`config.mk`:
```
export PLATFORM = sky130hd
export DESIGN_NAME = mips_hazard_ctrl_flat
export DESIGN_NICKNAME = d
export VERILOG_FILES = /design/src/rtl/mips_hazard_ctrl_pkg.sv /design/src/rtl/mips_hazard_ctrl_if.sv /design/src/rtl/mips_hazard_ctrl_muldiv_seq.sv /design/src/rtl/mips_hazard_ctrl.sv /design/src/flat_wrapper.sv
export SDC_FILE = /design/constraint.sdc
export NUM_CORES = 1
export LEC_CHECK = 0
export CORE_AREA = 2 2 45 47
export CTS_CLUSTER_DIAMETER = 150
export DETAILED_ROUTE_END_ITERATION = 16
export DIE_AREA = 0 0 47 49
export PLACE_DENSITY = 0.82
export RECOVER_POWER = 50
export SLEW_MARGIN = 20
export SYNTH_ARGS = -nofsm -noshare
export SYNTH_HDL_FRONTEND = slang
export SYNTH_HIERARCHICAL = 1
export SYNTH_SLANG_ARGS = --single-unit
```
`constraint.sdc`:
```
create_clock -name clk -period 2.5 [get_ports clk]
set_clock_uncertainty 0.1 [all_clocks]
set_input_delay 0.5 -clock clk [delete_from_list [all_inputs] [get_ports clk]]
set_output_delay 0.5 -clock clk [all_outputs]
set_load 0.02 [all_outputs]
```
`src/rtl/mips_hazard_ctrl_pkg.sv`:
```
// Shared definitions for the MIPS hazard/stall controller slice.
//   md_state_e : mult/div sequencer state encoding (MD_IDLE, MD_BUSY)
//   REG_W      : register-index width
//   ZERO_REG   : index of $zero, which never creates a dependency
//   reg_dep()  : true when a non-zero destination matches rs or rt
package mips_pkg;

  localparam int REG_W = 5;
  localparam logic [REG_W-1:0] ZERO_REG = 5'd0;

  typedef enum logic {
    MD_IDLE = 1'b0,
    MD_BUSY = 1'b1
  } md_state_e;

  // A write to $zero is discarded by the register file, so it can never
  // be the producer in a RAW dependency.
  function automatic logic reg_dep(input logic [REG_W-1:0] dst,
                                   input logic [REG_W-1:0] rs,
                                   input logic [REG_W-1:0] rt);
    return (dst != ZERO_REG) && ((dst == rs) || (dst == rt));
  endfunction

endpackage

```
`src/rtl/mips_hazard_ctrl_if.sv`:
```
// Hazard-control bundle between the pipeline and mips_hazard_ctrl.
//   master : pipeline side, drives EX/MEM/ID status, receives stall/flush
//   slave  : controller side
// With MIPS_HAZARD_PERF_EN defined the bundle also carries the
// StallCycles / FlushCount performance counters.
interface mips_hazard_ctrl_if #(
  parameter int CNT_W = 6
);
  import mips_pkg::*;

  logic             MemReadEX;
  logic             RegWriteEX;
  logic [REG_W-1:0] WriteRegEX;
  logic             MemReadMEM;
  logic [REG_W-1:0] WriteRegMEM;
  logic [REG_W-1:0] RsID;
  logic [REG_W-1:0] RtID;
  logic             BranchID;
  logic             BranchTakenID;
  logic             JumpID;
  logic             MulDivStartEX;
  logic             MulDivUseID;
  logic             StallIF;
  logic             StallID;
  logic             FlushID;
  logic             FlushEX;
  logic             MdBusy;
  logic [CNT_W-1:0] MdCount;
`ifdef MIPS_HAZARD_PERF_EN
  logic [31:0]      StallCycles;
  logic [31:0]      FlushCount;
`endif

  modport master (
    output MemReadEX, RegWriteEX, WriteRegEX, MemReadMEM, WriteRegMEM,
           RsID, RtID, BranchID, BranchTakenID, JumpID,
           MulDivStartEX, MulDivUseID,
`ifdef MIPS_HAZARD_PERF_EN
    input  StallCycles, FlushCount,
`endif
    input  StallIF, StallID, FlushID, FlushEX, MdBusy, MdCount
  );

  modport slave (
    input  MemReadEX, RegWriteEX, WriteRegEX, MemReadMEM, WriteRegMEM,
           RsID, RtID, BranchID, BranchTakenID, JumpID,
           MulDivStartEX, MulDivUseID,
`ifdef MIPS_HAZARD_PERF_EN
    output StallCycles, FlushCount,
`endif
    output StallIF, StallID, FlushID, FlushEX, MdBusy, MdCount
  );

endinterface

```
`src/rtl/mips_hazard_ctrl_muldiv_seq.sv`:
```
// Multi-cycle MULT/DIV busy sequencer.
//   clk, reset    : clock, synchronous active-high reset
//   MulDivStartEX : single-cycle pulse, MULT/DIV issued from EX
//   MdBusy        : HI/LO unit occupied (MD_LATENCY cycles after the pulse)
//   MdCount       : remaining busy cycles, counts MD_LATENCY-1 down to 0
module mips_muldiv_seq
  import mips_pkg::*;
#(
  parameter int MD_LATENCY = 32,
  parameter int CNT_W      = 6
) (
  input  logic             clk,
  input  logic             reset,
  input  logic             MulDivStartEX,
  output logic             MdBusy,
  output logic [CNT_W-1:0] MdCount
);

  localparam logic [CNT_W-1:0] CNT_LAST = CNT_W'(MD_LATENCY - 1);

  md_state_e        state, state_nx;
  logic [CNT_W-1:0] count, count_nx;

  always_ff @(posedge clk) begin
    if (reset) begin
      state <= MD_IDLE;
      count <= '0;
    end else begin
      state <= state_nx;
      count <= count_nx;
    end
  end

  // A start pulse while busy is ignored: the ID-stage HI/LO hazard keeps a
  // second MULT/DIV out of EX until the unit is free.
  always_comb begin
    state_nx = state;
    count_nx = count;
    case (state)
      MD_IDLE: begin
        if (MulDivStartEX) begin
          state_nx = MD_BUSY;
          count_nx = CNT_LAST;
        end
      end
      MD_BUSY: begin
        if (count != '0) count_nx = count - 1'b1;
        else             state_nx = MD_IDLE;
      end
    endcase
  end

  assign MdBusy  = (state == MD_BUSY);
  assign MdCount = count;

endmodule

```
`src/rtl/mips_hazard_ctrl.sv`:
```
// Pipeline hazard/stall controller for the 5-stage MIPS core.
// Detects hazards forwarding cannot cover (load-use, ID-stage branch operand
// dependency, HI/LO access during MULT/DIV) and drives PC/IF-ID hold,
// IF-ID flush and ID-EX bubble. All stall/flush outputs are combinational.
//   clk, reset : clock, synchronous active-high reset
//   hz         : mips_hazard_ctrl_if.slave (pipeline status in, controls out)
// Optional build macro: MIPS_HAZARD_PERF_EN adds saturating StallCycles and
// FlushCount counters to the interface.
module mips_hazard_ctrl
  import mips_pkg::*;
#(
  parameter int MD_LATENCY = 32,
  parameter int CNT_W      = 6
) (
  input  logic               clk,
  input  logic               reset,
  mips_hazard_ctrl_if.slave  hz
);

  logic             md_busy;
  logic [CNT_W-1:0] md_count;
  logic             load_use;
  logic             br_haz;
  logic             md_haz;
  logic             stall;
  logic             flush_id;

  mips_muldiv_seq #(
    .MD_LATENCY (MD_LATENCY),
    .CNT_W      (CNT_W)
  ) u_muldiv_seq (
    .clk           (clk),
    .reset         (reset),
    .MulDivStartEX (hz.MulDivStartEX),
    .MdBusy        (md_busy),
    .MdCount       (md_count)
  );

  always_comb begin
    load_use = hz.MemReadEX && reg_dep(hz.WriteRegEX, hz.RsID, hz.RtID);
    // Branches compare in ID, so both an ALU result still in EX and a load
    // still in MEM are too late. A load in EX feeding a branch therefore
    // trips the EX term, then the MEM term the following cycle.
    br_haz   = hz.BranchID &&
               ((hz.RegWriteEX && reg_dep(hz.WriteRegEX, hz.RsID, hz.RtID)) ||
                (hz.MemReadMEM && reg_dep(hz.WriteRegMEM, hz.RsID, hz.RtID)));
    // The start cycle counts too: the MULT/DIV in EX has not yet raised busy.
    md_haz   = hz.MulDivUseID && (md_busy || hz.MulDivStartEX);
    stall    = load_use || br_haz || md_haz;
    // A stalled branch's comparison is based on stale operands; never act on it.
    flush_id = (hz.BranchTakenID || hz.JumpID) && !stall;
  end

  assign hz.StallIF = stall;
  assign hz.StallID = stall;
  assign hz.FlushEX = stall;
  assign hz.FlushID = flush_id;
  assign hz.MdBusy  = md_busy;
  assign hz.MdCount = md_count;

`ifdef MIPS_HAZARD_PERF_EN
  logic [31:0] stall_cycles;
  logic [31:0] flush_count;

  function automatic logic [31:0] sat_inc(input logic [31:0] v);
    return (v == 32'hFFFF_FFFF) ? v : v + 32'd1;
  endfunction

  always_ff @(posedge clk) begin
    if (reset) begin
      stall_cycles <= '0;
      flush_count  <= '0;
    end else begin
      if (stall)    stall_cycles <= sat_inc(stall_cycles);
      if (flush_id) flush_count  <= sat_inc(flush_count);
    end
  end

  assign hz.StallCycles = stall_cycles;
  assign hz.FlushCount  = flush_count;
`endif

endmodule

```
`src/flat_wrapper.sv`:
```
// flat-port wrapper written by rule: the top's interface ports become plain ports
module mips_hazard_ctrl_flat import mips_pkg::*;
#(
  parameter int MD_LATENCY = 32,
  parameter int CNT_W      = 6
)
  (clk, reset, hz_MemReadEX, hz_RegWriteEX, hz_WriteRegEX, hz_MemReadMEM, hz_WriteRegMEM, hz_RsID, hz_RtID, hz_BranchID, hz_BranchTakenID, hz_JumpID, hz_MulDivStartEX, hz_MulDivUseID, hz_StallIF, hz_StallID, hz_FlushID, hz_FlushEX, hz_MdBusy, hz_MdCount);
  mips_hazard_ctrl_if #(.CNT_W(CNT_W)) hz_i ();
  input  logic clk;
  input  logic reset;
  input wire logic [$bits(hz_i.MemReadEX)-1:0] hz_MemReadEX;
  input wire logic [$bits(hz_i.RegWriteEX)-1:0] hz_RegWriteEX;
  input wire logic [$bits(hz_i.WriteRegEX)-1:0] hz_WriteRegEX;
  input wire logic [$bits(hz_i.MemReadMEM)-1:0] hz_MemReadMEM;
  input wire logic [$bits(hz_i.WriteRegMEM)-1:0] hz_WriteRegMEM;
  input wire logic [$bits(hz_i.RsID)-1:0] hz_RsID;
  input wire logic [$bits(hz_i.RtID)-1:0] hz_RtID;
  input wire logic [$bits(hz_i.BranchID)-1:0] hz_BranchID;
  input wire logic [$bits(hz_i.BranchTakenID)-1:0] hz_BranchTakenID;
  input wire logic [$bits(hz_i.JumpID)-1:0] hz_JumpID;
  input wire logic [$bits(hz_i.MulDivStartEX)-1:0] hz_MulDivStartEX;
  input wire logic [$bits(hz_i.MulDivUseID)-1:0] hz_MulDivUseID;
  output wire logic [$bits(hz_i.StallIF)-1:0] hz_StallIF;
  output wire logic [$bits(hz_i.StallID)-1:0] hz_StallID;
  output wire logic [$bits(hz_i.FlushID)-1:0] hz_FlushID;
  output wire logic [$bits(hz_i.FlushEX)-1:0] hz_FlushEX;
  output wire logic [$bits(hz_i.MdBusy)-1:0] hz_MdBusy;
  output wire logic [$bits(hz_i.MdCount)-1:0] hz_MdCount;
  assign hz_i.MemReadEX = hz_MemReadEX;
  assign hz_i.RegWriteEX = hz_RegWriteEX;
  assign hz_i.WriteRegEX = hz_WriteRegEX;
  assign hz_i.MemReadMEM = hz_MemReadMEM;
  assign hz_i.WriteRegMEM = hz_WriteRegMEM;
  assign hz_i.RsID = hz_RsID;
  assign hz_i.RtID = hz_RtID;
  assign hz_i.BranchID = hz_BranchID;
  assign hz_i.BranchTakenID = hz_BranchTakenID;
  assign hz_i.JumpID = hz_JumpID;
  assign hz_i.MulDivStartEX = hz_MulDivStartEX;
  assign hz_i.MulDivUseID = hz_MulDivUseID;
  assign hz_StallIF = hz_i.StallIF;
  assign hz_StallID = hz_i.StallID;
  assign hz_FlushID = hz_i.FlushID;
  assign hz_FlushEX = hz_i.FlushEX;
  assign hz_MdBusy = hz_i.MdBusy;
  assign hz_MdCount = hz_i.MdCount;
  mips_hazard_ctrl #(.MD_LATENCY(MD_LATENCY), .CNT_W(CNT_W)) u_core (.clk(clk), .reset(reset), .hz(hz_i));
endmodule
```
==> summary.md <==
| Metric | Value |
|---|---|
| CP max FO | 4 |
| Gate count after technology mapping | 85 |
| CTS tree | yes |
| Cell Chain, Critical Path | dlygate4sd2_1 -> xor2_1 -> nor3_1 -> a22oi_2 -> o221ai_4 -> nor2_2 -> buf_6 |
| Net Sw Frac | 37.6% |
| Vias | 867 |
| Comb power frac | 49.4% |
| Worst-Skew Late Latency | 0.26 ns |
| Least-Margin Pin Slew | 0.377 ns |
| Post-synthesis sequential area ratio | 20.2% |
| I/O pin count | 41 |
| Dpl hpwl | 1680 um |
| Post-synth ARST share | 0% |
| # fillers | 151 |
| Worst vdd ir | 0.330 mV |
| Buffer depth of the longest clock path | 2 |
| Endpoints failing setup | 0 |
| Max cap viols | 0 |
| GP Congestion | 0.825 |
| Final min period | 2.48 ns |
| Final hold vios | 0 |
| Die Y-Extent | 49 um |
| FP Rows | 16 |
| Power share of the sequential group | 28.7% |
| Mean post-synth cell area | 8.15 sq um |
| Post-synth net total | 117 |
| Sink Count | 7 |
| Pre-antenna DRT Iters | 4 |
| CTS buffer count | 3 |
| Internal power | 303 uW |
| Total Power | 485 uW |
| Drt wl/cell | 14.3 um |
| Most frequent cells in the layout | xor2_1 (20), clkdlybuf4s50_1 (12), buf_4 (12), dlygate4sd2_1 (11), nor2_1 (8) |
| Global route overflow | 0 |
| Layout cells sized above 1 | 21.6% |
| Pwr Density | 393 nW/um^2 |
| Number of antenna-violating nets in the routed design | 0 |
| CTS Root Cell | clkbuf_4 |
| Hold depth | 2 |
| Slew HR | 74.5% |
| Main synth FF type | dfxtp_1 |
| Final Max Tran Viols | 0 |
| Final cycle utilization of the critical path | 99.2% |
| Nets | 167 |
| GRT Util Overall | 18.8% |
| Status | complete, no violations |
| Die area | 2300 sq um |
| Post-synth EDFFs | 0 |
| Setup CP Type | in2out |
| Commonest non-fill, non-tap cell in the layout | xor2_1 |
| Port Buffers | 40 |
| Core area | 1840 sq um |
| DRC | 0 |
| Antenna diodes | 0 |
| Setup TNS | 0 ns |
| Pin count of the biggest net entering global routing | 14 |
| Initial antenna violation count | 0 |
| Starting Density | 37.6% |
| Synth warn | 6 |
| Pleak | 0.000545 uW |
| Mapped Area | 693 sq um |
| CP Launch Type | primary input |
| Vias in the first global route | 797 |
| Critical path's largest stage delay | 0.31 ns |
| Slowest-stage cell, CP | dlygate4sd2_1 |
| Horiz. Die Dim | 47 um |
| R2r worst-path depth | 5 |
| Clock power share | 21.9% |
| Synth unique cells | 35 |
| Worst-path clk slew | 0.05 ns |
| Fmax achieved | 403 MHz |
| Via density | 5.39 |
| Global-route wire length before repair | 3180 um |
| Switching power | 183 uW |
| CTS H-tree depth | 1 |
| FF+latch count, synth | 7 |
| Syn-to-layout area delta | 78.0% |
| Hold Path Class | reg2reg |
| Routed Wire Length | 2300 um |
| Worst Path Required | 1.90 ns |
| CTS hold repair buffers | 0 |
| Worst setup EP type | output port |
| Worst path arrival time | 1.88 ns |
| Initial DRC Count | 19 |
==> path summary, 6_finish.rpt <==
path                                  start                             end  slack (ns)
max                        hz_WriteRegEX[0]                      hz_FlushID        0.02
min          u_core/u_muldiv_seq/MdCount[1]  u_core/u_muldiv_seq/MdCount[1]        0.48
max reg2reg  u_core/u_muldiv_seq/MdCount[0]  u_core/u_muldiv_seq/MdCount[1]        0.59
min reg2reg  u_core/u_muldiv_seq/MdCount[1]  u_core/u_muldiv_seq/MdCount[1]        0.48
==> worst max-delay path: cells and delay by family <==
kind / cells / cell delay, ns
compound gates: 2 / 0.36
xor+xnor: 1 / 0.20
buf+inv: 2 / 0.44
simple gates: 2 / 0.38
==> Yosys cell counts (2+ instances only) <==
cell type   n  area share [%]
a21o_1      2             2.2
a21oi_1     2             1.4
a22oi_1     2             2.2
a31oi_1     2             1.8
buf_4       3             3.2
dfxtp_1     7              20
ha_1        2             3.6
inv_1       5             2.7
nand2_1     2             1.1
nor2_1      8             4.3
nor3_1      5             3.6
o2111ai_1   2             2.5
or4_1       2             2.2
xor2_1     20              25
==> power by group through the flow <==
stage | registers, uW | clock network (uW) | logic [uW]
after CTS | 140 | 109 | 230
after detailed placement | 142 | 0 | 234
final | 139 | 106 | 239
after global routing | 141 | 117 | 257
after floorplan | 152 | 0 | 106
after global placement | 142 | 0 | 229
==> metal layers <==
metal	track usage [%]	wire, um	share of wire, %
met1	20.0	867	38
met5	0	0	0
met4	8.33	52	2.3
met3	3.70	205	8.9
met2	33.6	1180	51
==> state kept, by name (all words and copies together) (netlist names) <==
register                     flops
u_core/u_muldiv_seq/MdCount      6
u_core/u_muldiv_seq/MdBusy       1
==> what timing repair did <==
item | CTS | global route
pin swaps | 15 | 9
endpoints found under the hold margin | 0 | 0
resized for setup | 45 | 16
buffers inserted | 0 | 0
endpoints found under the setup margin | 4 | 4
==> metrics by stage <==
step | area, sq um | utilization [%] | worst slack [ns] | hold slack, ns | std cells
after detailed placement | 1170 | 63.5 | -0.650 | 0.461 | 157
after global routing | 1230 | 67.0 | -0.00842 | 0.512 | 161
after CTS | 1190 | 64.5 | 0.00749 | 0.482 | 161
after global placement | 1170 | 63.5 | -0.613 | 0.452 | 157
final | 1230 | 67.0 | 0.0199 | 0.481 | 161
after floorplan | 693 | - | 0.237 | 0.469 | 85
==> kinds of logic (layout without fill, tap and decap cells) <==
group / Yosys count / count (layout) / synth area share [%]
DFF: 7 / 7 / 20.2
adders and majority gates: 2 / 2 / 3.61
and+or+nand+nor: 24 / 24 / 18.6
AOI/OAI and AO/OA: 22 / 22 / 24.9
buffers and inverters: 10 / 59 / 7.40
xor gates and xnor gates: 20 / 20 / 25.3
==> area by class of cell <==
type	count	area (sq um)	area share [%]
Clock buffer	4	26.3	2.13
Multi-Input combinational cell	68	561	45.4
Sequential cell	7	140	11.4
Timing Repair Buffer	50	454	36.8
Inverter	5	18.8	1.52
Tap cell	27	33.8	2.74
Note: power is estimated with default switching activity, not from simulation.
